`config.mk`:
```
export PLATFORM = sky130hd
export DESIGN_NAME = ahb_master_arbiter
export DESIGN_NICKNAME = d
export VERILOG_FILES = /design/src/rtl/ahb_arb_pkg.sv /design/src/rtl/ahb_arb_picker.sv /design/src/rtl/ahb_master_arbiter.sv
export SDC_FILE = /design/constraint.sdc
export NUM_CORES = 1
export LEC_CHECK = 0
export CAP_MARGIN = 15
export CORE_AREA = 2 2 107 109
export CTS_CLUSTER_DIAMETER = 80
export DETAILED_ROUTE_END_ITERATION = 16
export DIE_AREA = 0 0 109 111
export DONT_BUFFER_PORTS = 1
export MAX_ROUTING_LAYER = met4
export SYNTH_ARGS = -nofsm -noshare
export SYNTH_HDL_FRONTEND = slang
export SYNTH_SLANG_ARGS = --single-unit
```
`constraint.sdc`:
```
create_clock -name clk -period 2.3 [get_ports clk]
set_clock_uncertainty 0.15 [all_clocks]
set_input_delay 0.46 -clock clk [delete_from_list [all_inputs] [get_ports clk]]
set_output_delay 0.46 -clock clk [all_outputs]
set_load 0.005 [all_outputs]
```
`src/rtl/ahb_arb_pkg.sv`:
```
// Shared types and helpers for the AHB-lite master arbiter.
// Supplies fallback bus widths when AHB_ADDR_WIDTH / AHB_DATA_WIDTH are not defined by the build.
`ifndef AHB_ADDR_WIDTH
`define AHB_ADDR_WIDTH 32
`endif
`ifndef AHB_DATA_WIDTH
`define AHB_DATA_WIDTH 32
`endif

package ahb_arb_pkg;

   typedef enum logic [1:0] {
      IDLE = 2'd0,
      REQ  = 2'd1,
      XFER = 2'd2,
      DONE = 2'd3
   } arb_state_t;

   localparam int TIMEOUT_DEFAULT = 64;

   // Width of an index into n requesters; never below one bit.
   function automatic int idx_w(input int n);
      return (n > 1) ? $clog2(n) : 1;
   endfunction

endpackage

```
`src/rtl/ahb_arb_picker.sv`:
```
// Combinational requester picker: first active request at or after start_ptr_i, wrapping at N-1 -> 0.
// With start_ptr_i tied to zero this degenerates to fixed lowest-index priority.
module ahb_arb_picker
   import ahb_arb_pkg::*;
#(
   parameter int NUM_MASTERS = 2,
   localparam int IW = idx_w(NUM_MASTERS)
) (
   input  logic [NUM_MASTERS-1:0] req_i,
   input  logic [IW-1:0]          start_ptr_i,
   output logic [NUM_MASTERS-1:0] gnt_o,
   output logic [IW-1:0]          idx_o,
   output logic                   valid_o
);

   always_comb begin
      int            cand;
      logic [IW-1:0] cand_idx;
      cand     = 0;
      cand_idx = '0;
      gnt_o    = '0;
      idx_o    = '0;
      valid_o  = 1'b0;
      for (int off = 0; off < NUM_MASTERS; off++) begin
         cand = int'(start_ptr_i) + off;
         if (cand >= NUM_MASTERS) cand = cand - NUM_MASTERS;
         cand_idx = IW'(cand);
         if (!valid_o && req_i[cand_idx]) begin
            valid_o         = 1'b1;
            gnt_o[cand_idx] = 1'b1;
            idx_o           = cand_idx;
         end
      end
   end

endmodule

```
`src/rtl/ahb_master_arbiter.sv`:
```
// Shares one AHB-lite master port between NUM_MASTERS requesters: IDLE -> REQ -> XFER -> DONE -> IDLE.
// Define AHB_ARB_RR_EN for round-robin arbitration; otherwise fixed priority (lowest index wins).
`ifndef AHB_ADDR_WIDTH
`define AHB_ADDR_WIDTH 32
`endif
`ifndef AHB_DATA_WIDTH
`define AHB_DATA_WIDTH 32
`endif

module ahb_master_arbiter
   import ahb_arb_pkg::*;
#(
   parameter int NUM_MASTERS = 2,
   parameter int TIMEOUT_CYC = TIMEOUT_DEFAULT,
   parameter int AW          = `AHB_ADDR_WIDTH,
   parameter int DW          = `AHB_DATA_WIDTH
) (
   input  logic                      clk,
   input  logic                      rst,
   input  logic [NUM_MASTERS-1:0]    m_req,
   input  logic [NUM_MASTERS*AW-1:0] m_addr,
   input  logic [NUM_MASTERS-1:0]    m_write,
   input  logic [NUM_MASTERS*DW-1:0] m_wdata,
   output logic [NUM_MASTERS-1:0]    m_grant,
   output logic [NUM_MASTERS-1:0]    m_done,
   output logic                      m_err,
   output logic [DW-1:0]             m_rdata,
   output logic [AW-1:0]             haddr,
   output logic                      haddr_ctrl,
   output logic                      hwrite,
   output logic [DW-1:0]             hwdata,
   output logic                      hbusreq,
   input  logic                      hgrant,
   input  logic [DW-1:0]             hdata_s2m,
   input  logic                      hresp_s2m,
   input  logic                      hready_s2m
);

   localparam int IW = idx_w(NUM_MASTERS);
   localparam int CW = $clog2(TIMEOUT_CYC + 1);

   arb_state_t             state_q, state_d;
   logic [IW-1:0]          owner_q, owner_d;
   logic [NUM_MASTERS-1:0] grant_q, grant_d;
   logic [NUM_MASTERS-1:0] done_q, done_d;
   logic [AW-1:0]          addr_q, addr_d;
   logic [DW-1:0]          wdata_q, wdata_d;
   logic [DW-1:0]          rdata_q, rdata_d;
   logic                   write_q, write_d;
   logic                   err_q, err_d;
   logic [CW-1:0]          cnt_q, cnt_d;

   logic [NUM_MASTERS-1:0] pick_gnt;
   logic [IW-1:0]          pick_idx;
   logic                   pick_valid;
   logic [IW-1:0]          start_ptr;

   logic [AW-1:0] addr_arr  [NUM_MASTERS];
   logic [DW-1:0] wdata_arr [NUM_MASTERS];

   for (genvar g = 0; g < NUM_MASTERS; g++) begin : g_unpack
      assign addr_arr[g]  = m_addr[g*AW +: AW];
      assign wdata_arr[g] = m_wdata[g*DW +: DW];
   end

`ifdef AHB_ARB_RR_EN
   logic [IW-1:0] rr_q, rr_d;

   // Next search starts just past the master that completed last.
   always_comb begin
      rr_d = rr_q;
      if (state_q == DONE)
         rr_d = (owner_q == IW'(NUM_MASTERS - 1)) ? '0 : owner_q + IW'(1);
   end

   always_ff @(posedge clk) begin
      if (rst) rr_q <= '0;
      else     rr_q <= rr_d;
   end

   assign start_ptr = rr_q;
`else
   assign start_ptr = '0;
`endif

   ahb_arb_picker #(.NUM_MASTERS(NUM_MASTERS)) u_picker (
      .req_i       (m_req),
      .start_ptr_i (start_ptr),
      .gnt_o       (pick_gnt),
      .idx_o       (pick_idx),
      .valid_o     (pick_valid)
   );

   always_comb begin
      state_d = state_q;
      owner_d = owner_q;
      grant_d = grant_q;
      addr_d  = addr_q;
      wdata_d = wdata_q;
      write_d = write_q;
      cnt_d   = cnt_q;
      done_d  = '0;
      err_d   = 1'b0;
      rdata_d = '0;
      unique case (state_q)
         IDLE: begin
            if (pick_valid) begin
               owner_d = pick_idx;
               grant_d = pick_gnt;
               addr_d  = addr_arr[pick_idx];
               wdata_d = wdata_arr[pick_idx];
               write_d = m_write[pick_idx];
               state_d = REQ;
            end
         end
         REQ: begin
            if (hgrant) begin
               cnt_d   = '0;
               state_d = XFER;
            end else if (!m_req[owner_q]) begin
               grant_d = '0;
               state_d = IDLE;
            end
         end
         XFER: begin
            cnt_d = cnt_q + CW'(1);
            // A completing beat beats the timeout when both land in the same cycle.
            if (hready_s2m) begin
               done_d  = grant_q;
               err_d   = hresp_s2m;
               rdata_d = write_q ? '0 : hdata_s2m;
               grant_d = '0;
               state_d = DONE;
            end else if (cnt_q == CW'(TIMEOUT_CYC - 1)) begin
               done_d  = grant_q;
               err_d   = 1'b1;
               grant_d = '0;
               state_d = DONE;
            end
         end
         DONE: state_d = IDLE;
         default: state_d = IDLE;
      endcase
   end

   always_ff @(posedge clk) begin
      if (rst) begin
         state_q <= IDLE;
         owner_q <= '0;
         grant_q <= '0;
         done_q  <= '0;
         addr_q  <= '0;
         wdata_q <= '0;
         rdata_q <= '0;
         write_q <= 1'b0;
         err_q   <= 1'b0;
         cnt_q   <= '0;
      end else begin
         state_q <= state_d;
         owner_q <= owner_d;
         grant_q <= grant_d;
         done_q  <= done_d;
         addr_q  <= addr_d;
         wdata_q <= wdata_d;
         rdata_q <= rdata_d;
         write_q <= write_d;
         err_q   <= err_d;
         cnt_q   <= cnt_d;
      end
   end

   assign hbusreq    = (state_q == REQ) || (state_q == XFER);
   assign haddr_ctrl = hbusreq;
   assign haddr      = addr_q;
   assign hwrite     = write_q;
   assign hwdata     = wdata_q;
   assign m_grant    = grant_q;
   assign m_done     = done_q;
   assign m_err      = err_q;
   assign m_rdata    = rdata_q;

endmodule

```
Word-level counts from Yosys, hierarchy flattened
Cells that the tools add are included.

word-level totals
  flip-flop bits (word level) = 112
  bits in latches = 0
  RAM bits = 0
  memory bits (read-only) = 0
  input bits = 169
  output and inout port bits = 104
  logic and storage cells = 71
  memories kept = 0

cells by class
  add/sub/neg operators = 1
  multiply operators = 0
  divide/modulo/power cells = 0
  order comparisons = 3
  equal/unequal tests = 10
  shifts and indexed selects = 0
  multiplexer cells = 32
  bitwise gates (word level) = 3
  reduce and logical (&&, ||, !) cells = 12

operators with widths
  cell                                                         number
  2-to-1 mux 32 bit                                            6
  2-to-1 mux 2 bit                                             12
  case mux 7 bit (2 select lines)                              1
  2-to-1 mux 1 bit                                             10
  != test 2 bit (second input constant)                        4
  case mux 2 bit (4 select lines)                              1
  adder 7 x 1 -> 7 bit (second input constant)                 1
  == test 7 x 6 -> 1 bit (second input constant)               1
  2-to-1 mux 7 bit                                             1
  != test 3 bit (second input constant)                        2
  case mux 2 bit (3 select lines)                              1
  AND reduction 5 bit                                          1
  == test 2 bit (second input constant)                        2
  less-than comparator 1 x 2 -> 1 bit (second input constant)  2
  AND reduction 2 bit                                          2
  OR reduction 4 bit                                           1
  AND reduction 3 bit                                          1
  nonzero test 3 bit                                           1
  == test 2 x 1 -> 1 bit (second input constant)               1
  >= comparator 2 bit (second input constant)                  1
  logical NOT 2 bit                                            1
  inverter 1 bit                                               2
  inverter 1 -> 2 bit                                          1
  nonzero test 2 bit                                           1
  4 further kinds                                              4

Logic depth before layout (Yosys ltp)
Gate-level depths: netlist of run 1.

  word-level depth = 8
  depth in mapped cells = 7
  depth with buffers taken out = 6

By module
Synthesis of run 1 repeated with hierarchy kept, for this count alone.

second synthesis, totals
  cell total of the unflattened synthesis = 450
  area, all modules = 4521.8 um^2

modules (own cells, without submodules)
  module              instances  cells each  area each (um^2)  seq. area each (um^2)
  ahb_master_arbiter  1          445         4489.3            2242.2
  ahb_arb_picker      1          5           32.5              0.0

Worst setup path before layout of run 1
No wires, ideal clock.

  path kind = register -> register
  start point = register cnt_q[0]
  end point = register (tool-made name)
  setup time = 0.070 ns
  arrival = 1.603 ns
  required time = 2.080 ns
  path slack = 0.477 ns
  stages on the path, launching flop included = 6
  path buffers = 0
  clock period less this slack = 1.823 ns
  path through = dfxtp_1 > ha_1 > nand3_2 > o311a_4 > or4_1 > a21oi_1

RTL lines
  what                    line                       text
  start, declared         ahb_master_arbiter.sv:51   logic [CW-1:0] cnt_q, cnt_d;
  start signal, assigned  ahb_master_arbiter.sv:168  cnt_q <= cnt_d;

==> reports/qor.yml, run 1 <==
wirelength_um: 9810
slew_violations: 0
status: "complete, no violations"
setup_viol: 0
grt_pass1_wl_um: 14900
ir_drop_v: 0.000339
cts_buffers: 9
ys.warnings.count: 0
port_buffers: 0
clock-sinks: 112
die_w_um: 109
slew-limit-headroom_pct: 50.2
h-tree-depth: 3
clk_pin_slew_ns: 0.08
start_util_pct: 40.6
globalplace.congestion: 0.779
first_iter_violations: 72
viasPerCell: 5.28
critPathKind: "register to register"
antennaDiodeCount: 0
required_ns: 2.43
fmax_ghz: 0.516
worst_hold_path_type: "primary input to register"
critPathCaptureType: "register"
synth-seq-area-share_pct: 49.8
cp.arrival_ns: 2.07
leakage_nw: 1.89
cts-resized-gates: 0
cts_root_buf: "clkbuf_16"
vias: 3043
ctsHoldBuffers: 0
powerDensity_nw_per_um2: 888
synthArstFlopShare_pct: 0
p_comb_share_pct: 13.1
grt_setup_unrepaired: "false"
cp_max_fo: 5
die_h_um: 111
post-cts-setup-buffer-count: 0
clock_latency_ns: 0.34
drc: 0
place_hpwl_um: 7480
grt.overflow.total: 0
synth_edf_count: 0
wl_per_cell_um: 17.0
cap_violations: 0
setup_tns_ns: 0
min_period_ns: 1.94
clockPowerShare_pct: 34.9
grt_max_degree: 75
p_sw_share_pct: 28.0
syn2layout_area_growth_pct: 9.43
worst_pin_slew_ns: 0.745
grt_pass1_vias: 2910
fin_crit_sh_pct: 84.2
cts_tree: "built"
dpl_worst_slack_ns: 0.372
syn-num-nets: 619
syn_inst: 444
fin_ws_ns: 0.363
cpPeakStageDelay_ns: 0.51
clockBufferDepth: 2
syn_area_um2: 4500
postRouteAntennaNets: 0
pwr-share-seq_pct: 52.0
p_int_mw: 3.15
track_usage_pct: 16.3
cp-start-kind: "register"
num-fill-cells: 1030
critPathSlowestCell: "or4_1"
rrSetupSlack_ns: 0.36
fp-row-count: 39
synthFlopType: "dfxtp_1"
drive_above_1_share_pct: 7.39
synth.avg_cell_area_um2: 10.1
core_area_um2: 11100
crit_chain: "ha_1, nand3_2, o311a_4, or4_1, a21oi_1"
ys_types: 37
fp.dieArea_um2: 12100
ys_seq_elements: 112
p_sw_mw: 1.22
pin_count: 273
dr.pass1.iters: 4
final_nets: 603
hold_violations: 0
grt_antenna_before_repair: 0
-- placed cells by master (no fill, tap or decap), drive strengths merged, types with 2 or more instances in the layout --
cell type	n
mux2i	69
nand2	9
o21a	3
or3	2
nor2	70
a211oi	67
a21oi	6
nand3b	2
ha	6
inv	9
buf	8
and2	34
clkbuf	9
nand3	3
o21ai	4
clkinv	2
xor2	3
dfxtp	112
-- flip-flops by register name (all words and copies together) (netlist names), named ones only --
| register | count |
|---|---|
| cnt_q | 7 |
| haddr | 32 |
| hwdata | 32 |
| hwrite | 1 |
| m_done | 2 |
| m_err | 1 |
| m_grant | 2 |
| m_rdata | 32 |
| owner_q | 1 |
| state_q | 1 |
-- power by group through the flow --
stage	clock (mW)	combinational (mW)	sequential, mW
floorplan	0	0.494	2.27
global placement	0	0.562	2.32
detailed placement	0	0.583	2.32
CTS	1.58	0.581	2.28
global route	1.66	0.647	2.30
finish	1.52	0.573	2.27
-- final timing paths --
path	cells past startpoint	end	from
worst max-delay path	5	register	cnt_q[0]
worst min-delay path	1	state_q[0]	rst
worst max register to register	5	register	cnt_q[0]
worst min register to register	2	cnt_q[1]	cnt_q[1]
-- routing by layer --
layer	vias up	wire, um	GRT usage (%)
li1	1536	-	-
met1	1365	3720	17.4
met2	128	5160	28.1
met3	14	760	5.17
met4	0	164	5.56
met5	-	0	-
-- cells in the mapped netlist, drive strengths merged (2+ instances only) --
| master | instances | area [um2] |
|---|---|---|
| a21oi | 6 | 30.0 |
| or3 | 2 | 13.8 |
| buf | 10 | 71.3 |
| nand2 | 9 | 33.8 |
| nor2 | 70 | 263 |
| inv | 4 | 15.0 |
| ha | 6 | 75.1 |
| dfxtp | 112 | 2240 |
| o21ai | 4 | 20.0 |
| clkbuf | 24 | 90.1 |
| and2 | 34 | 213 |
| a211oi | 67 | 503 |
| nand3 | 3 | 20.0 |
| xor2 | 3 | 26.3 |
| o21a | 3 | 22.5 |
| mux2i | 69 | 691 |
| nand3b | 2 | 15.0 |
-- critical path: cells and delay by family (launching register included) --
kind | cells | cell delay (ns)
AND/OR/NAND/NOR | 2 | 0.63
AO/OA/AOI/OAI | 2 | 0.53
flip-flops | 1 | 0.37
adder cells (fa/ha/maj) | 1 | 0.20
-- kinds of logic (layout without fill, tap and decap cells) --
kind of cell / count (synthesis) / count (layout) / synth area share [%]
AND/OR/NAND/NOR: 130 / 130 / 13.9
flip-flops: 112 / 112 / 49.8
AO/OA/AOI/OAI: 84 / 84 / 14.3
multiplexers: 70 / 70 / 15.6
buffers and inverters: 39 / 28 / 4.12
adder cells (fa/ha/maj): 6 / 6 / 1.67
XOR/XNOR: 3 / 3 / 0.584
-- final cells by class --
cell class                 count  area, um2  share of cell area (%)
clock buffer                   9        225                    4.58
clock inverter                 7       71.3                    1.45
inverter                       4       15.0                   0.305
multi-input combinational    293       2090                    42.5
sequential                   112       2240                    45.6
tap                          143        179                    3.63
timing repair buffer           8       97.6                    1.98
-- metrics by stage --
step	power [mW]	hold WS (ns)	area [um2]	util (%)	std cells
floorplan	2.76	0.294	4500	-	444
CTS	4.44	0.0235	4920	44.4	576
detailed placement	2.91	0.310	4630	41.8	560
finish	4.37	0.0429	4920	44.4	576
global route	4.61	0.0123	4920	44.4	576
global placement	2.88	0.299	4630	41.8	560
Power figures use the tool's default switching activity.
==> run 2: changes to the inputs <==
==> constraint.sdc (replaced) <==
create_clock -name clk -period 1.6 [get_ports clk]
set_clock_uncertainty 0.15 [all_clocks]
set_input_delay 0.32 -clock clk [delete_from_list [all_inputs] [get_ports clk]]
set_output_delay 0.32 -clock clk [all_outputs]
set_load 0.005 [all_outputs]
==> reports/qor.yml, run 2 (synthesized netlist as in run 1, its figures left out) <==
grt_pass1_vias: 3724
required_ns: 1.73
ctsHoldBuffers: 34
grt_pass1_wl_um: 20300
die_h_um: 111
syn2layout_area_growth_pct: 52.2
grt_antenna_before_repair: 0
fmax_ghz: 0.568
place_hpwl_um: 7770
antennaDiodeCount: 0
worst_pin_slew_ns: 0.421
fp-row-count: 39
regArea_um2: 2250
clk_pin_slew_ns: 0.08
drive_above_1_share_pct: 43.3
start_util_pct: 40.6
viasPerCell: 5.47
port_buffers: 0
critPathKind: "register to register"
ir_drop_v: 0.000671
status: "finished, violations left"
wl_per_cell_um: 20.7
clockBufferDepth: 2
p_comb_share_pct: 27.6
cp.arrival_ns: 1.89
slew-limit-headroom_pct: 71.9
final_nets: 690
fp.dieArea_um2: 12100
fin_ws_ns: -0.161
whs_ns: -0.104
vias: 3628
violations: "hold timing, setup timing"
track_usage_pct: 22.4
die_w_um: 109
globalplace.congestion: 0.745
setup_viol: 63
p_sw_share_pct: 30.8
worst_hold_path_type: "primary input to register"
cts_root_buf: "clkbuf_16"
clock_latency_ns: 0.35
cts_tree: "built"
cap_violations: 0
slew_violations: 0
instances_no_fill: 663
min_period_ns: 1.76
powerDensity_nw_per_um2: 1130
core_area_um2: 11100
p_sw_mw: 2.38
wirelength_um: 13700
cts_buffers: 9
dp.cells: 580
fin_crit_sh_pct: 110
p_total_mw: 7.73
postRouteAntennaNets: 0
pwr-share-seq_pct: 43.3
h-tree-depth: 3
cp-start-kind: "register"
clockPowerShare_pct: 29.0
multi_input_area_um2: 2820
cp_max_fo: 3
grt_max_degree: 75
layout_commonest_cell: "dfxtp_1"
pin_count: 273
layout_common_cells: "dfxtp_1, mux2i_1, a211oi_2"
clock-sinks: 112
p_int_mw: 5.35
dr.pass1.iters: 4
leakage_nw: 2.56
first_iter_violations: 133
hold_violations: 34
num-fill-cells: 822
grt_setup_unrepaired: "true"
critPathCaptureType: "register"
grt.overflow.total: 0
drc: 0
==> run 2: cell types whose count changed in the layout (fill, tap and decap cells not counted), sizes merged <==
| cell | previous run | this run |
|---|---|---|
| dlygate4sd3 | 0 | 34 |
| clkinv | 2 | 3 |
| clkinvlp | 0 | 1 |
| clkbuf | 9 | 13 |
| buf | 8 | 57 |
| inv | 9 | 7 |
==> run 2: stage by stage <==
step / hold slack, ns / worst slack, ns / TNS, ns / utilization, % / instance area (um2)
2_1_floorplan: 0.268 / -0.101 / -0.177 / - / 4570
3_3_place_gp: 0.255 / -0.124 / -0.589 / 43.8 / 4850
3_5_place_dp: 0.257 / -0.233 / -6.44 / 43.8 / 4850
4_1_cts: -0.121 / -0.133 / -3.70 / 58.8 / 6510
5_1_grt: -0.118 / -0.243 / -8.40 / 61.8 / 6850
6_report: -0.104 / -0.161 / -4.71 / 61.8 / 6850
==> run 2: final timing paths <==
kind,slack (ns),depth (start not counted),endpoint,start
max,-0.16,5,register,cnt_q[1]
min,-0.10,1,cnt_q[6],rst
max reg2reg,-0.16,5,register,cnt_q[1]
min reg2reg,0.36,2,m_grant[1],m_grant[1]
==> run 2: cell type report <==
cell class | instances | area share (%)
multi-input cells | 293 | 41.1
flip-flops and latches | 112 | 32.9
repair buffers | 95 | 18.7
clock buffers | 9 | 3.29
well taps | 143 | 2.61
clock inverters | 7 | 1.10
inverters | 4 | 0.292
==> run 2: critical path: stages (launching register included) <==
cell     delay (ns)
dfxtp_2        0.36
ha_4           0.15
nand3_4        0.07
o311a_4        0.33
or4_4          0.49
a21oi_2        0.14
==> run 2: routing by layer <==
metal / global-route usage (%) / part of all wire, % / vias up
met5: - / 0 / -
met4: 9.15 / 2.3 / 0
met3: 5.29 / 6.4 / 25
met2: 35.4 / 51 / 146
met1: 27.1 / 40 / 1742
li1: - / - / 1715
==> run 2: power by group through the flow <==
stage	Sequential [mW]	Clock [mW]	Combinational [mW]
floorplan	3.26	0	0.736
global placement	3.34	0	0.878
detailed placement	3.34	0	0.910
CTS	3.30	2.26	1.89
global route	3.38	2.38	2.27
finish	3.35	2.25	2.14
==> run 2: what timing repair did <==
item	4_1_cts	5_1_grt
resized for setup	128	84
setup endpoints to repair	109	105
hold endpoints to repair	105	71
gates cloned	13	4
pin swaps	22	41
buffers inserted	18	2
